<file path="src/rtl/my_seg7_scan.sv">
// Multiplexed N-digit common-cathode 7-segment scanner with blanking gap, dwell, PWM and tear-free updates.
// Define SEG7_SCAN_LZB_EN to enable leading-zero blanking.
module my_seg7_scan #(
    parameter int unsigned DIGITS = 4,
    parameter int unsigned TW     = 16
) (
    input  logic                  clk,
    input  logic                  rst_n,
    input  logic                  en,
    input  logic [4*DIGITS-1:0]   num,
    input  logic                  upd,
    input  logic [TW-1:0]         dwell,
    input  logic [TW-1:0]         blank,
    input  logic [3:0]            bright,
    output logic [6:0]            seg,
    output logic [DIGITS-1:0]     seg_gnd,
    output logic                  frame_done,
    output logic                  upd_pending
);

    localparam int unsigned IW = (DIGITS > 1) ? $clog2(DIGITS) : 1;
    localparam logic [IW-1:0] LAST_IDX = IW'(DIGITS - 1);

    typedef enum logic [1:0] {
        S_IDLE,
        S_BLANK,
        S_ON
    } state_t;

    state_t              state_q, state_d;
    logic [IW-1:0]       idx_q, idx_d;
    logic [TW-1:0]       cnt_q, cnt_d;
    logic [TW-1:0]       len_q, len_d;
    logic [3:0]          sub_q, sub_d;
    logic [4*DIGITS-1:0] shadow_q, shadow_d;
    logic [4*DIGITS-1:0] pend_q, pend_d;
    logic                pflag_q, pflag_d;
    logic [6:0]          seg_q, seg_d;
    logic [DIGITS-1:0]   gnd_q, gnd_d;
    logic                fd_q, fd_d;

    logic [TW-1:0]       on_len;
    logic                phase_last;
    logic                frame_end;
    logic [3:0]          nib;
    logic                hidden;
`ifdef SEG7_SCAN_LZB_EN
    logic [IW-1:0]       top;
`endif

    function automatic logic [6:0] decode(input logic [3:0] h);
        logic [6:0] s;
        case (h)
            4'h0: s = 7'b1111110;
            4'h1: s = 7'b0110000;
            4'h2: s = 7'b1101101;
            4'h3: s = 7'b1111001;
            4'h4: s = 7'b0110011;
            4'h5: s = 7'b1011011;
            4'h6: s = 7'b1011111;
            4'h7: s = 7'b1110000;
            4'h8: s = 7'b1111111;
            4'h9: s = 7'b1111011;
            4'hA: s = 7'b1110111;
            4'hB: s = 7'b0011111;
            4'hC: s = 7'b1001110;
            4'hD: s = 7'b0111101;
            4'hE: s = 7'b1001111;
            default: s = 7'b1000111;
        endcase
        return s;
    endfunction

    assign on_len     = (dwell == '0) ? TW'(1) : dwell;
    assign phase_last = (cnt_q == len_q - TW'(1));

    always_comb begin
        state_d   = state_q;
        idx_d     = idx_q;
        cnt_d     = cnt_q;
        len_d     = len_q;
        sub_d     = sub_q;
        shadow_d  = shadow_q;
        pend_d    = pend_q;
        pflag_d   = pflag_q;
        fd_d      = 1'b0;
        frame_end = 1'b0;

        case (state_q)
            S_IDLE: begin
                if (en) begin
                    idx_d = '0;
                    cnt_d = '0;
                    sub_d = '0;
                    if (blank != '0) begin
                        state_d = S_BLANK;
                        len_d   = blank;
                    end else begin
                        state_d = S_ON;
                        len_d   = on_len;
                    end
                end
            end
            S_BLANK: begin
                if (phase_last) begin
                    state_d = S_ON;
                    cnt_d   = '0;
                    sub_d   = '0;
                    len_d   = on_len;
                end else begin
                    cnt_d = cnt_q + TW'(1);
                end
            end
            S_ON: begin
                sub_d = (sub_q == 4'd14) ? 4'd0 : sub_q + 4'd1;
                if (phase_last) begin
                    cnt_d = '0;
                    sub_d = '0;
                    if (idx_q == LAST_IDX) begin
                        idx_d     = '0;
                        frame_end = 1'b1;
                    end else begin
                        idx_d = idx_q + IW'(1);
                    end
                    if (blank != '0) begin
                        state_d = S_BLANK;
                        len_d   = blank;
                    end else begin
                        state_d = S_ON;
                        len_d   = on_len;
                    end
                end else begin
                    cnt_d = cnt_q + TW'(1);
                end
            end
            default: state_d = S_IDLE;
        endcase

        // Disable overrides everything, including a frame boundary on this edge.
        if (!en) begin
            state_d   = S_IDLE;
            idx_d     = '0;
            cnt_d     = '0;
            sub_d     = '0;
            frame_end = 1'b0;
        end

        if (frame_end) begin
            fd_d = 1'b1;
            if (upd) begin
                shadow_d = num;
                pend_d   = num;
                pflag_d  = 1'b0;
            end else if (pflag_q) begin
                shadow_d = pend_q;
                pflag_d  = 1'b0;
            end
        end else if (upd) begin
            pend_d  = num;
            pflag_d = 1'b1;
        end

        nib = 4'h0;
        for (int unsigned i = 0; i < DIGITS; i++) begin
            if (idx_d == IW'(i)) nib = shadow_d[4*i +: 4];
        end

`ifdef SEG7_SCAN_LZB_EN
        top = '0;
        for (int unsigned i = 1; i < DIGITS; i++) begin
            if (shadow_d[4*i +: 4] != 4'h0) top = IW'(i);
        end
        hidden = (idx_d > top);
`else
        hidden = 1'b0;
`endif

        // Outputs are derived from next-state values so they register on the same edge.
        seg_d = '0;
        gnd_d = '1;
        if (state_d == S_ON && !hidden) begin
            for (int unsigned i = 0; i < DIGITS; i++) begin
                if (idx_d == IW'(i)) gnd_d[i] = 1'b0;
            end
            if (sub_d < bright) seg_d = decode(nib);
        end
    end

    always_ff @(posedge clk) begin
        if (!rst_n) begin
            state_q  <= S_IDLE;
            idx_q    <= '0;
            cnt_q    <= '0;
            len_q    <= '0;
            sub_q    <= '0;
            shadow_q <= '0;
            pend_q   <= '0;
            pflag_q  <= 1'b0;
            seg_q    <= '0;
            gnd_q    <= '1;
            fd_q     <= 1'b0;
        end else begin
            state_q  <= state_d;
            idx_q    <= idx_d;
            cnt_q    <= cnt_d;
            len_q    <= len_d;
            sub_q    <= sub_d;
            shadow_q <= shadow_d;
            pend_q   <= pend_d;
            pflag_q  <= pflag_d;
            seg_q    <= seg_d;
            gnd_q    <= gnd_d;
            fd_q     <= fd_d;
        end
    end

    assign seg         = seg_q;
    assign seg_gnd     = gnd_q;
    assign frame_done  = fd_q;
    assign upd_pending = pflag_q;

endmodule

</file>
<file path="config.mk">
export PLATFORM = sky130hd
export DESIGN_NAME = my_seg7_scan
export DESIGN_NICKNAME = d
export VERILOG_FILES = /design/src/rtl/my_seg7_scan.sv
export SDC_FILE = /design/constraint.sdc
export NUM_CORES = 1
export LEC_CHECK = 0
export BUFFER_PORTS_ARGS = -buffer_cell sky130_fd_sc_hd__buf_4
export CAP_MARGIN = 15
export CORE_MARGIN = 4
export CORE_UTILIZATION = 60
export CTS_CLUSTER_SIZE = 20
export DETAILED_ROUTE_END_ITERATION = 8
export GPL_ROUTABILITY_DRIVEN = 0
export PLACE_DENSITY_LB_ADDON = 0.3
export SKIP_LAST_GASP = 1
export SYNTH_ARGS = -nofsm -noshare
export SYNTH_HDL_FRONTEND = slang
export SYNTH_SLANG_ARGS = --single-unit
</file>
<file path="constraint.sdc">
create_clock -name clk -period 9.4 [get_ports clk]
set_input_delay 0.94 -clock clk [delete_from_list [all_inputs] [get_ports clk]]
set_output_delay 0.94 -clock clk [all_outputs]
set_load 0.02 [all_outputs]
</file>
# == Word level (Yosys, flattened, before mapping) ==
# Memories as Yosys holds them, arrays and structs flattened. A register that Yosys moved wholly into a read port is not among the register bits.
# Index checks and enable logic that the tools add are counted.
# totals
inputBits,56
output_inout_bits,13
memories,1
regBits,78
romBits,112
elab_cells,80
# memory_table
name,depth,width,read_ports,rd_clocked_by_memory_dff,wr,line,rtl
(name not given),16,7,1,1,0,53,case (h)
# op_classes
reduce_logical,13
n_bitwise,1
muxes,38
n_addsub,4
magnitude_cmp,1
n_eq_ne,12
# op_table
operator,count
$mux 16,9
$pmux 16 s3,1
$mux 4,8
$pmux 16 s2,1
$add 16x1->16 const B,1
$eq 16x16->1,1
$logic_not 16->1,1
$reduce_bool 16->1,1
$sub 16x1->16 const B,1
$mux 2,7
$pmux 4 s3,1
$eq 2x2->1 const B,5
$mux 1,9
$ne 2x2->1 const B,3
$pmux 2 s3,1
$add 4x1->4 const B,1
$eq 2x1->1 const B,2
$eq 4x4->1 const B,1
$logic_not 2->1,2
$lt 4x4->1,1
$pmux 2 s2,1
$reduce_and 2->1,2
$reduce_and 4->1,1
$reduce_or 2->1,2
other kinds (6),6

# == Longest topological paths before layout ==
# Gate-level depths: netlist (run 1).
# logic_depth
depth_word,10
depth_mapped,19
ltp_nobuf,18

# == Worst setup path after synthesis (run 1) ==
# OpenSTA, ideal clock, no wires.
# synth_path
path_type,reg-to-reg
start,register len_q[0]
end,register seg_q[6] (netlist: seg[6])
path_stages_with_launch,19
period_less_slack_ns,4.510
arrival_time_ns,4.431
setup_time_ns,0.079
n_path_buf,2
path_slack_ns,4.890
required_time_ns,9.321
path_cell_list,dfxtp_1 or4_1 buf_2 or4_1 o311a_1 a21o_1 nor4_4 buf_6 nor2_1 o21ai_0 o41ai_1 and2_1 ha_1 a21o_1 a41o_1 a21o_1 a211oi_4 or4b_1 o211ai_1
# synth_via
elab_cells_between_ends,29
cone_classes,add/sub (1); order compare (1); eq/ne (5); mux (19); reduce/logical (3)
# synth_lines
element,line,rtl
start: declaration,33,"logic [TW-1:0] len_q, len_d;"
start signal: assignment,206,len_q <= len_d;
$sub 16x1->16 *,75,assign phase_last = (cnt_q == len_q - TW'(1));
$eq 16x16->1 *,75,
$mux 4 (on tied branches),"116, 105",
$pmux 4 s3 *,89,case (state_q)
$mux 4 *,140,if (!en) begin
via sub_d[1],34,"logic [3:0] sub_q, sub_d;"
$lt 4x4->1 *,185,if (sub_d < bright) seg_d = decode(nib);
$reduce_and 3->1 (no line) *,--,
$logic_not 1->1 (no line) *,--,
end: declaration,38,"logic [6:0] seg_q, seg_d;"
# The timed path passes the listed nets; every way through them passes the cells marked *.
# A chain may end at the register's enable or synchronous reset.

# == Final worst setup path (run 1) ==
# layout_path
start,register len_q[0]
end,register seg_q[6] (netlist: seg[6])
# layout_via
elab_chain_cells,10
elab_cells_between_ends,29
cone_classes,add/sub (1); order compare (1); eq/ne (5); mux (19); reduce/logical (3)
# layout_rtl
element,line
$sub 16x1->16 *,75
$eq 16x16->1 *,75
"parallel branches: the longest is 8 deep, another holds $lt 4x4->1",--
# Every way passes the cells marked *.

==> out/results.tsv, run 1 <==
stage	metric	value	unit
global_routing	Tot GR Track Use	0.256	
routing	Via density	6.10	
place	Post-Place Cells	751	
routing	Residual DRC	0	
sta	Final setup viols	0	
cells_and_area	Layout area overhead	14.1	%
clock_network	clock latency at the later pin of the worst-skew pair	360	ps
die	Placeable Area	8300	um^2
worst_hold_path	Cells on Worst Hold Path	2	
die	Die Width	101	um
worst_hold_path	Hold EP	pend_q[15]	
clock_network	Post-CTS Setup Inserts	0	
logic_synthesis	register bit total from synthesis	85	
critical_path	Crit Reg-Reg Startpoint	len_q[0]	
clock_network	CTS Hold Bufs	0	
pwr	part of the power in registers	0.489	
die	io pins	69	
pwr	Net Sw Frac	0.293	
pwr	leakage	0.00246	uW
die	Die Ht	101	um
logic_synthesis	area leader, netlist	dfxtp_1	
logic_synthesis	Adder-Cell Fraction of Synth Area	0.0461	
routing	DR pass1 iterations	5	
logic_synthesis	Post-Synthesis Net Count	686	
logic_synthesis	Cell variety after synth	67	
place	dpl hpwl	9030	um
die	Die Footprint	10100	um^2
logic_synthesis	Synth Area in Compound Gates	0.180	
clock_network	Worst-path clk slew	100	ps
worst_hold_path	Worst Hold Launch	pend_q[15]	
cells_and_area	antenna diode count	0	
routing	post-DR wirelength/cell	16.1	um
cells_and_area	fill count	651	
sta	Slew headroom	0.284	
pwr	Pwr Density	134	nW/um^2
critical_path	crit path kind	register to register	
die	row count	33	
pwr	internal power	558	uW
critical_path	endpoint type of the worst setup path	register	
logic_synthesis	Post-Synthesis Cell Area	5160	um^2
clock_network	H-tree depth	3	
run_status	outcome	finished, final reports clean	
logic_synthesis	Post-synth EDFFs	0	
clock_network	CTS root buffer	clkbuf_8	
clock_network	clock buffer depth	2	
die	Initial Utilization	0.622	
worst_hold_path	HP Class	register to register	
critical_path	Critical Path RT	9690	ps
routing	DRT antenna net count	0	
global_routing	initial antenna violation count	0	
cells_and_area	layout cell share with drive strength beyond 1	0.168	
sta	Pins Over Slew Limit	0	
logic_synthesis	ys flop type	dfxtp_1	
cells_and_area	fin cells	767	
sta	setup total negative slack	0	ps
clock_network	# resized after CTS	0	
logic_synthesis	largest family of logic cells by synthesized area	simple AND/OR/NAND/NOR gates	
logic_synthesis	Synth area leaders	dfxtp_1 33%, mux2i_1 9.5%, nor2_1 6.2%	
clock_network	Clock Sinks	85	
pwr	Worst VDD drop	0.000122	V
logic_synthesis	Mapped Cells	611	
logic_synthesis	Simple-Gate Fraction of Synth Area	0.252	
logic_synthesis	xor-xnor portion of the synthesized cell area	0.0373	
routing	DRT iter0 DRCs	282	
pwr	clock power share	0.355	
logic_synthesis	Seq/Total Area, Yosys	0.330	
global_routing	largest net degree at the start of global routing	53	
sta	RSZ-0062 raised after global routing	no	
global_routing	vias in the first global route	4651	
critical_path	critical-path maximum fanout	14	
clock_network	CTS tree	yes	
pwr	Gate power share	0.156	
sta	final hold vios	0	
routing	vias	4678	
logic_synthesis	Post-synth ARST share	0	
pwr	net switching power	231	uW
run	Max Cap Viol	0	
sta	final worst path period share	0.555	
critical_path	crit start category	register	
sta	Slew @ Worst Pin	1070	ps
place	IO Port Bufs	68	
logic_synthesis	yosys warns	0	
clock_network	TritonCTS buffer count	9	
logic_synthesis	average size of a mapped cell	8.45	um^2
sta	WHS	484	ps
logic_synthesis	Synth top area share	0.330	
cells_and_area	nets@finish	732	
critical_path	Critical Path AT	5500	ps
sta	Clock Skew	11.3	ps
critical_path	r2r setup slk	4180	ps
sta	Final Critical Period	5220	ps
logic_synthesis	mux share of post-synthesis cell area	0.110	
sta	Peak Freq	192	MHz
global_routing	first-pass GRT wire length	21300	um
critical_path	reg2reg end	seg[6]	
global_routing	grt ovf	0	
routing	final WL	12400	um
critical_path	Reg2Reg Depth	13	
==> synth_stat cells, types with 7 or more instances <==
cell type	count
nor3_1	10
a21o_1	9
ha_1	19
nand2b_1	16
o21ai_0	11
mux2i_1	49
mux2_2	7
clkbuf_1	26
nor2b_1	12
a31oi_1	9
or3_1	8
dfxtp_1	85
nand3_1	32
a211oi_1	16
nor2_1	85
xnor2_1	17
nor4_1	9
nand2_1	27
a32oi_1	15
inv_1	15
a21oi_1	28
==> metal layers <==
layer,global-route usage,share of wire,up-vias
met5,0,0,-
met2,0.445,0.52,118
met1,0.304,0.41,2216
li1,-,-,2316
met3,0.0533,0.040,28
met4,0.106,0.032,0
==> through the flow <==
step / setup WS [ps] / power, uW / cell area, um^2 / utilization
global placement: 4510 / 511 / 5670 / 0.684
floorplan: 4890 / 475 / 5160 / -
global route: 3690 / 829 / 5890 / 0.709
finish: 4180 / 789 / 5890 / 0.709
detailed placement: 4280 / 515 / 5670 / 0.684
CTS: 4230 / 793 / 5890 / 0.709
==> power groups by stage <==
stage / sequential, uW / clock (uW) / combinational [uW]
after floorplan: 388 / 0 / 86.7
after global placement: 393 / 0 / 118
after detailed placement: 394 / 0 / 121
after CTS: 385 / 286 / 122
after global routing: 388 / 304 / 137
final: 386 / 280 / 123
==> flip-flops by register name, indices dropped and copies added (netlist names), 2 cells and up <==
signal,cells
pend_q,16
cnt_q,16
idx_q,2
shadow_q,16
seg_gnd,4
len_q,16
seg,7
sub_q,4
state_q,2
==> layout make-up <==
type	instances	area [um^2]	area share
Multi-Input combinational cell	473	3240	0.550
Sequential cell	85	1700	0.289
Timing Repair Buffer	72	541	0.0918
Tap cell	105	131	0.0223
Clock buffer	9	124	0.0210
Clock inverter	7	88.8	0.0151
Inverter	16	60.1	0.0102
==> cell usage in the layout, fill, tap and decap left out, types with 16 or more instances in the layout <==
cell	Yosys	routed
a21oi_1	28	28
xnor2_1	17	17
ha_1	19	19
nand2b_1	16	16
nand2_1	27	27
a211oi_1	16	16
mux2i_1	49	49
nor2_1	85	84
nand3_1	32	32
buf_4	1	72
dfxtp_1	85	85
==> critical path, stage by stage, from the launching register on <==
cell      delay, ps
dfxtp_1         360
or4_1           670
or3_1           440
o31ai_1         390
nor2_2          110
nor4_4          690
o22ai_1         270
a22oi_2         630
mux2i_1         170
mux2i_1         380
inv_1           180
ha_1            240
or4b_1          510
o211ai_1        100
==> kinds of logic after synthesis <==
kind of cell             Yosys count
buffers and inverters             53
AO/OA/AOI/OAI                    129
adder cells (fa/ha/maj)           19
AND/OR/NAND/NOR                  247
XOR/XNOR                          22
multiplexers                      56
flip-flops                        85
==> worst max path at each step <==
| stage | slack [ps] | start | to | depth (start not counted) |
|---|---|---|---|---|
| after CTS | 4230 | len_q[0] | seg[6] | 13 |
| after floorplan | 4890 | len_q[0] | seg[6] | 18 |
| final | 4180 | len_q[0] | seg[6] | 13 |
| after global placement | 4510 | len_q[0] | seg[6] | 16 |
| after detailed placement | 4280 | len_q[0] | seg[6] | 13 |
| after global routing | 3690 | len_q[0] | seg[6] | 15 |
(Power assumes the default switching activity.)
==> run 2: changes to the inputs <==
- CORE_UTILIZATION: 60 -> 58
- clock period: 9.4 -> 5.5 ns (I/O delays scaled with it)
==> out/results.tsv, run 2 (synthesized netlist as in run 1, its figures left out) <==
stage	metric	value	unit
global_routing	grt ovf	0	
routing	Via density	5.97	
pwr	leakage	0.00249	uW
global_routing	vias in the first global route	4483	
clock_network	TritonCTS buffer count	9	
cells_and_area	Layout area overhead	15.1	%
global_routing	Tot GR Track Use	0.245	
critical_path	Buf/Inv on CP	1	
clock_network	CTS Hold Bufs	0	
critical_path	Critical Path AT	5310	ps
sta	Pins Over Slew Limit	0	
sta	Peak Freq	199	MHz
cells_and_area	most frequent cells in the layout	85 x nor2_1, 85 x dfxtp_1, 78 x buf_4, 49 x mux2i_1, 32 x nand3_1	
routing	post-DR wirelength/cell	15.9	um
place	IO Port Bufs	68	
critical_path	crit start category	register	
critical_path	Critical-path top delay cell	or4_1	
routing	final WL	12300	um
global_routing	first-pass GRT wire length	20700	um
worst_hold_path	HP Class	primary input to register	
sta	Slew @ Worst Pin	1150	ps
sta	final worst path period share	0.915	
clock_network	CTS root buffer	clkbuf_8	
pwr	Pwr Density	227	nW/um^2
global_routing	initial antenna violation count	0	
critical_path	critical-path maximum fanout	11	
cells_and_area	fill count	712	
die	Die Ht	102	um
clock_network	Clock Sinks	85	
run_status	outcome	finished, final reports clean	
cells_and_area	fin area	5940	um^2
critical_path	Critical Path RT	5780	ps
routing	DR pass1 iterations	5	
critical_path	most used cell, CP	a21o_1	
pwr	Worst VDD drop	0.000153	V
place	dpl hpwl	9180	um
critical_path	endpoint type of the worst setup path	register	
cells_and_area	nets@finish	738	
sta	RSZ-0062 raised after global routing	no	
die	Initial Utilization	0.595	
die	Placeable Area	8680	um^2
clock_network	# resized after CTS	0	
die	row count	34	
routing	DRT antenna net count	0	
critical_path	Crit path max-delay family	simple AND/OR/NAND/NOR gates	
cells_and_area	layout cell share with drive strength beyond 1	0.174	
cells_and_area	antenna diode count	0	
critical_path	crit path kind	register to register	
sta	Final setup viols	0	
clock_network	clock latency at the later pin of the worst-skew pair	360	ps
sta	final hold vios	0	
clock_network	Worst-path clk slew	90	ps
die	Die Width	102	um
routing	vias	4636	
run	Max Cap Viol	0	
critical_path	crit-path max cell delay	670	ps
clock_network	CTS tree	yes	
sta	setup total negative slack	0	ps
sta	Slew headroom	0.233	
place	DP Area	5680	um^2
critical_path	crit-path cells	or4_1 > nand3b_1 > or3_1 > a211o_1 > nor4_4 > buf_4 > nor2_1 > o21ai_0 > o41ai_1 > and2_1 > ha_1 > a21o_1 > a41o_1 > a21o_1 > a211oi_4 > or4b_1 > o211ai_1	
die	io pins	69	
die	Die Footprint	10500	um^2
clock_network	H-tree depth	3	
routing	Residual DRC	0	
sta	WHS	434	ps
routing	DRT iter0 DRCs	197	
global_routing	largest net degree at the start of global routing	53	
sta	Final Critical Period	5030	ps
sta	Clock Skew	14.0	ps
clock_network	clock buffer depth	2	
## run 2: layout make-up
type | count | area [um^2] | area share
Multi-Input combinational cell | 473 | 3240 | 0.545
Sequential cell | 85 | 1700 | 0.286
Timing Repair Buffer | 78 | 586 | 0.0986
Inverter | 16 | 60.1 | 0.0101
Clock buffer | 12 | 165 | 0.0278
Clock inverter | 4 | 55.1 | 0.00927
Tap cell | 108 | 135 | 0.0227
## run 2: stage by stage
step                      std cells  power (uW)   util  setup slack [ps]
after floorplan                 611         812      -               990
after global placement          755         872  0.655               583
after detailed placement        755         881  0.655               250
after CTS                       771        1350  0.680               237
after global routing            776        1410  0.685               188
final                           776        1350  0.685               469
## run 2: layer usage
metal	up-vias	GRT usage	share of wire
met1	2204	0.288	0.42
met2	83	0.442	0.53
met5	-	0	0
met3	19	0.0348	0.026
met4	0	0.105	0.022
li1	2330	-	-
## run 2: worst register-to-register path: stages (launching register included)
cell	delay, ps
dfxtp_1	360
or4_1	670
nand3b_1	240
or3_1	380
a211o_1	360
nor4_4	290
buf_4	220
nor2_1	60
o21ai_0	150
o41ai_1	120
and2_1	220
ha_1	300
a21o_1	180
a41o_1	200
a21o_1	200
a211oi_4	420
or4b_1	490
o211ai_1	100
## run 2: worst paths after layout
| path | startpoint | end | slack, ps | cells past startpoint |
|---|---|---|---|---|
| setup / recovery | len_q[0] | seg[6] | 470 | 17 |
| hold / removal | rst_n | sub_q[2] | 430 | 2 |
| setup reg to reg | len_q[0] | seg[6] | 470 | 17 |
| hold reg to reg | pend_q[15] | pend_q[15] | 490 | 2 |
## run 2: repair_timing
action	4_1_cts	5_1_grt
setup endpoints to repair	0	4
setup buffers	0	5
endpoints found under the hold margin	0	0
## run 2: report_power, final
group	internal, uW	switching, uW
clock network	249	229
registers	635	24.0
logic	96.3	113
total	980	366
==> run 3: changes to the inputs <==
- CORE_UTILIZATION: 58 -> 47
- REMOVE_ABC_BUFFERS: not set -> 1
==> out/results.tsv, run 3 (synthesized netlist as in run 1, its figures left out) <==
stage	metric	value	unit
run_status	outcome	finished, final reports clean	
clock_network	clock latency at the later pin of the worst-skew pair	370	ps
die	Die Width	113	um
global_routing	vias in the first global route	4725	
global_routing	initial antenna violation count	0	
die	io pins	69	
sta	RSZ-0062 raised after global routing	no	
sta	Clock Skew	10.6	ps
critical_path	Reg2Reg Depth	16	
sta	Final Critical Period	5100	ps
critical_path	Worst Setup SP	len_q[0]	
cells_and_area	most frequent cells in the layout	85 x nor2_1, 85 x dfxtp_1, 75 x buf_4, 49 x mux2i_1, 32 x nand3_1	
die	Die Footprint	12700	um^2
pwr	Gate power share	0.164	
pwr	Net Sw Frac	0.288	
global_routing	largest net degree at the start of global routing	53	
routing	Via density	5.91	
critical_path	Critical Path AT	5400	ps
sta	Peak Freq	196	MHz
pwr	net switching power	372	uW
routing	post-DR wirelength/cell	16.1	um
clock_network	Clock Sinks	85	
critical_path	crit start category	register	
sta	Final setup viols	0	
clock_network	TritonCTS buffer count	9	
critical_path	r2r setup slk	400	ps
pwr	leakage	0.00246	uW
routing	Residual DRC	0	
pwr	overall power	1290	uW
die	Die Ht	113	um
place	dpl hpwl	9490	um
cells_and_area	antenna diode count	0	
routing	metal2 WL	6610	um
sta	WHS	412	ps
pwr	part of the power in registers	0.510	
place	Post-Place Cells	784	
critical_path	endpoint type of the worst setup path	register	
sta	final hold vios	0	
cells_and_area	fin cells	801	
routing	DRT iter0 DRCs	352	
global_routing	Tot GR Track Use	0.202	
clock_network	CTS tree	yes	
place	Place WS	386	ps
pwr	internal power	922	uW
cells_and_area	nets@finish	735	
routing	detailed-routing wirelength on met1	5380	um
worst_hold_path	Worst Hold Launch	rst_n	
die	Placeable Area	10500	um^2
run	Max Cap Viol	0	
worst_hold_path	HP Class	primary input to register	
cells_and_area	area occupied by multi-input gates	3240	um^2
sta	final worst path period share	0.927	
cells_and_area	Seq. cell area	1700	um^2
die	row count	37	
critical_path	Critical Path RT	5800	ps
pwr	clock power share	0.327	
routing	DR pass1 iterations	5	
routing	final WL	12900	um
routing	DR top layer	met4	
routing	DRT antenna net count	0	
die	Initial Utilization	0.491	
sta	final worst slack	399	ps
worst_hold_path	Cells on Worst Hold Path	2	
critical_path	Crit Reg-Reg Startpoint	len_q[0]	
cells_and_area	fill count	972	
clock_network	Worst-path clk slew	90	ps
critical_path	critical-path maximum fanout	11	
cells_and_area	layout cell share with drive strength beyond 1	0.170	
critical_path	crit path kind	register to register	
clock_network	CTS root buffer	clkbuf_8	
clock_network	H-tree depth	3	
pwr	Worst VDD drop	0.000150	V
pwr	Pwr Density	219	nW/um^2
cells_and_area	Layout area overhead	14.8	%
sta	setup total negative slack	0	ps
global_routing	first-pass GRT wire length	21500	um
clock_network	clock buffer depth	2	
global_routing	grt ovf	0	
place	IO Port Bufs	68	
routing	metal3 WL	495	um
sta	Slew @ Worst Pin	1080	ps
sta	Slew headroom	0.278	
routing	vias	4731	
sta	Pins Over Slew Limit	0	
run 3: metal layers:
| layer | vias to the layer above | global-route usage |
|---|---|---|
| met4 | 0 | 0.0865 |
| met3 | 31 | 0.0396 |
| li1 | 2318 | - |
| met1 | 2257 | 0.236 |
| met2 | 125 | 0.358 |
| met5 | - | 0 |
run 3: final timing paths:
| check | endpoint |
|---|---|
| max | seg[6] |
| min reg2reg | pend_q[15] |
| max reg2reg | seg[6] |
| min | sub_q[2] |
run 3: critical path, stage by stage (launching register included):
cell      delay, ps
dfxtp_1         350
or4_1           670
nand3b_1        230
or3_1           370
a211o_1         350
nor4_4          650
nor2_1           70
o21ai_0         170
o41ai_1         110
and2_1          210
ha_1            290
a21o_1          180
a41o_1          190
a21o_1          200
a211oi_4        420
or4b_1          480
o211ai_1        100
run 3: area by class of cell:
cell class,instances,area share
Clock buffer,12,0.0262
Clock inverter,4,0.00528
Inverter,16,0.0101
Multi-Input combinational cell,473,0.547
Sequential cell,85,0.287
Tap cell,136,0.0287
Timing Repair Buffer,75,0.0950
run 3: through the flow:
stage	area [um^2]	utilization
2_1_floorplan	4990	-
3_3_place_gp	5730	0.545
3_5_place_dp	5730	0.545
4_1_cts	5910	0.563
5_1_grt	5920	0.564
6_report	5920	0.564
run 3: what timing repair did:
action | CTS | global route
gates resized for setup | 0 | 1
hold buffers | 0 | 0
setup buffers | 0 | 1
hold endpoints to repair | 0 | 0
setup endpoints to repair | 0 | 1
run 3: power groups by stage:
stage / Clock [uW] / Sequential [uW] / Combinational [uW]
finish: 423 / 660 / 212
global route: 453 / 663 / 234
CTS: 434 / 659 / 210
detailed placement: 0 / 674 / 209
global placement: 0 / 672 / 204
floorplan: 0 / 667 / 135
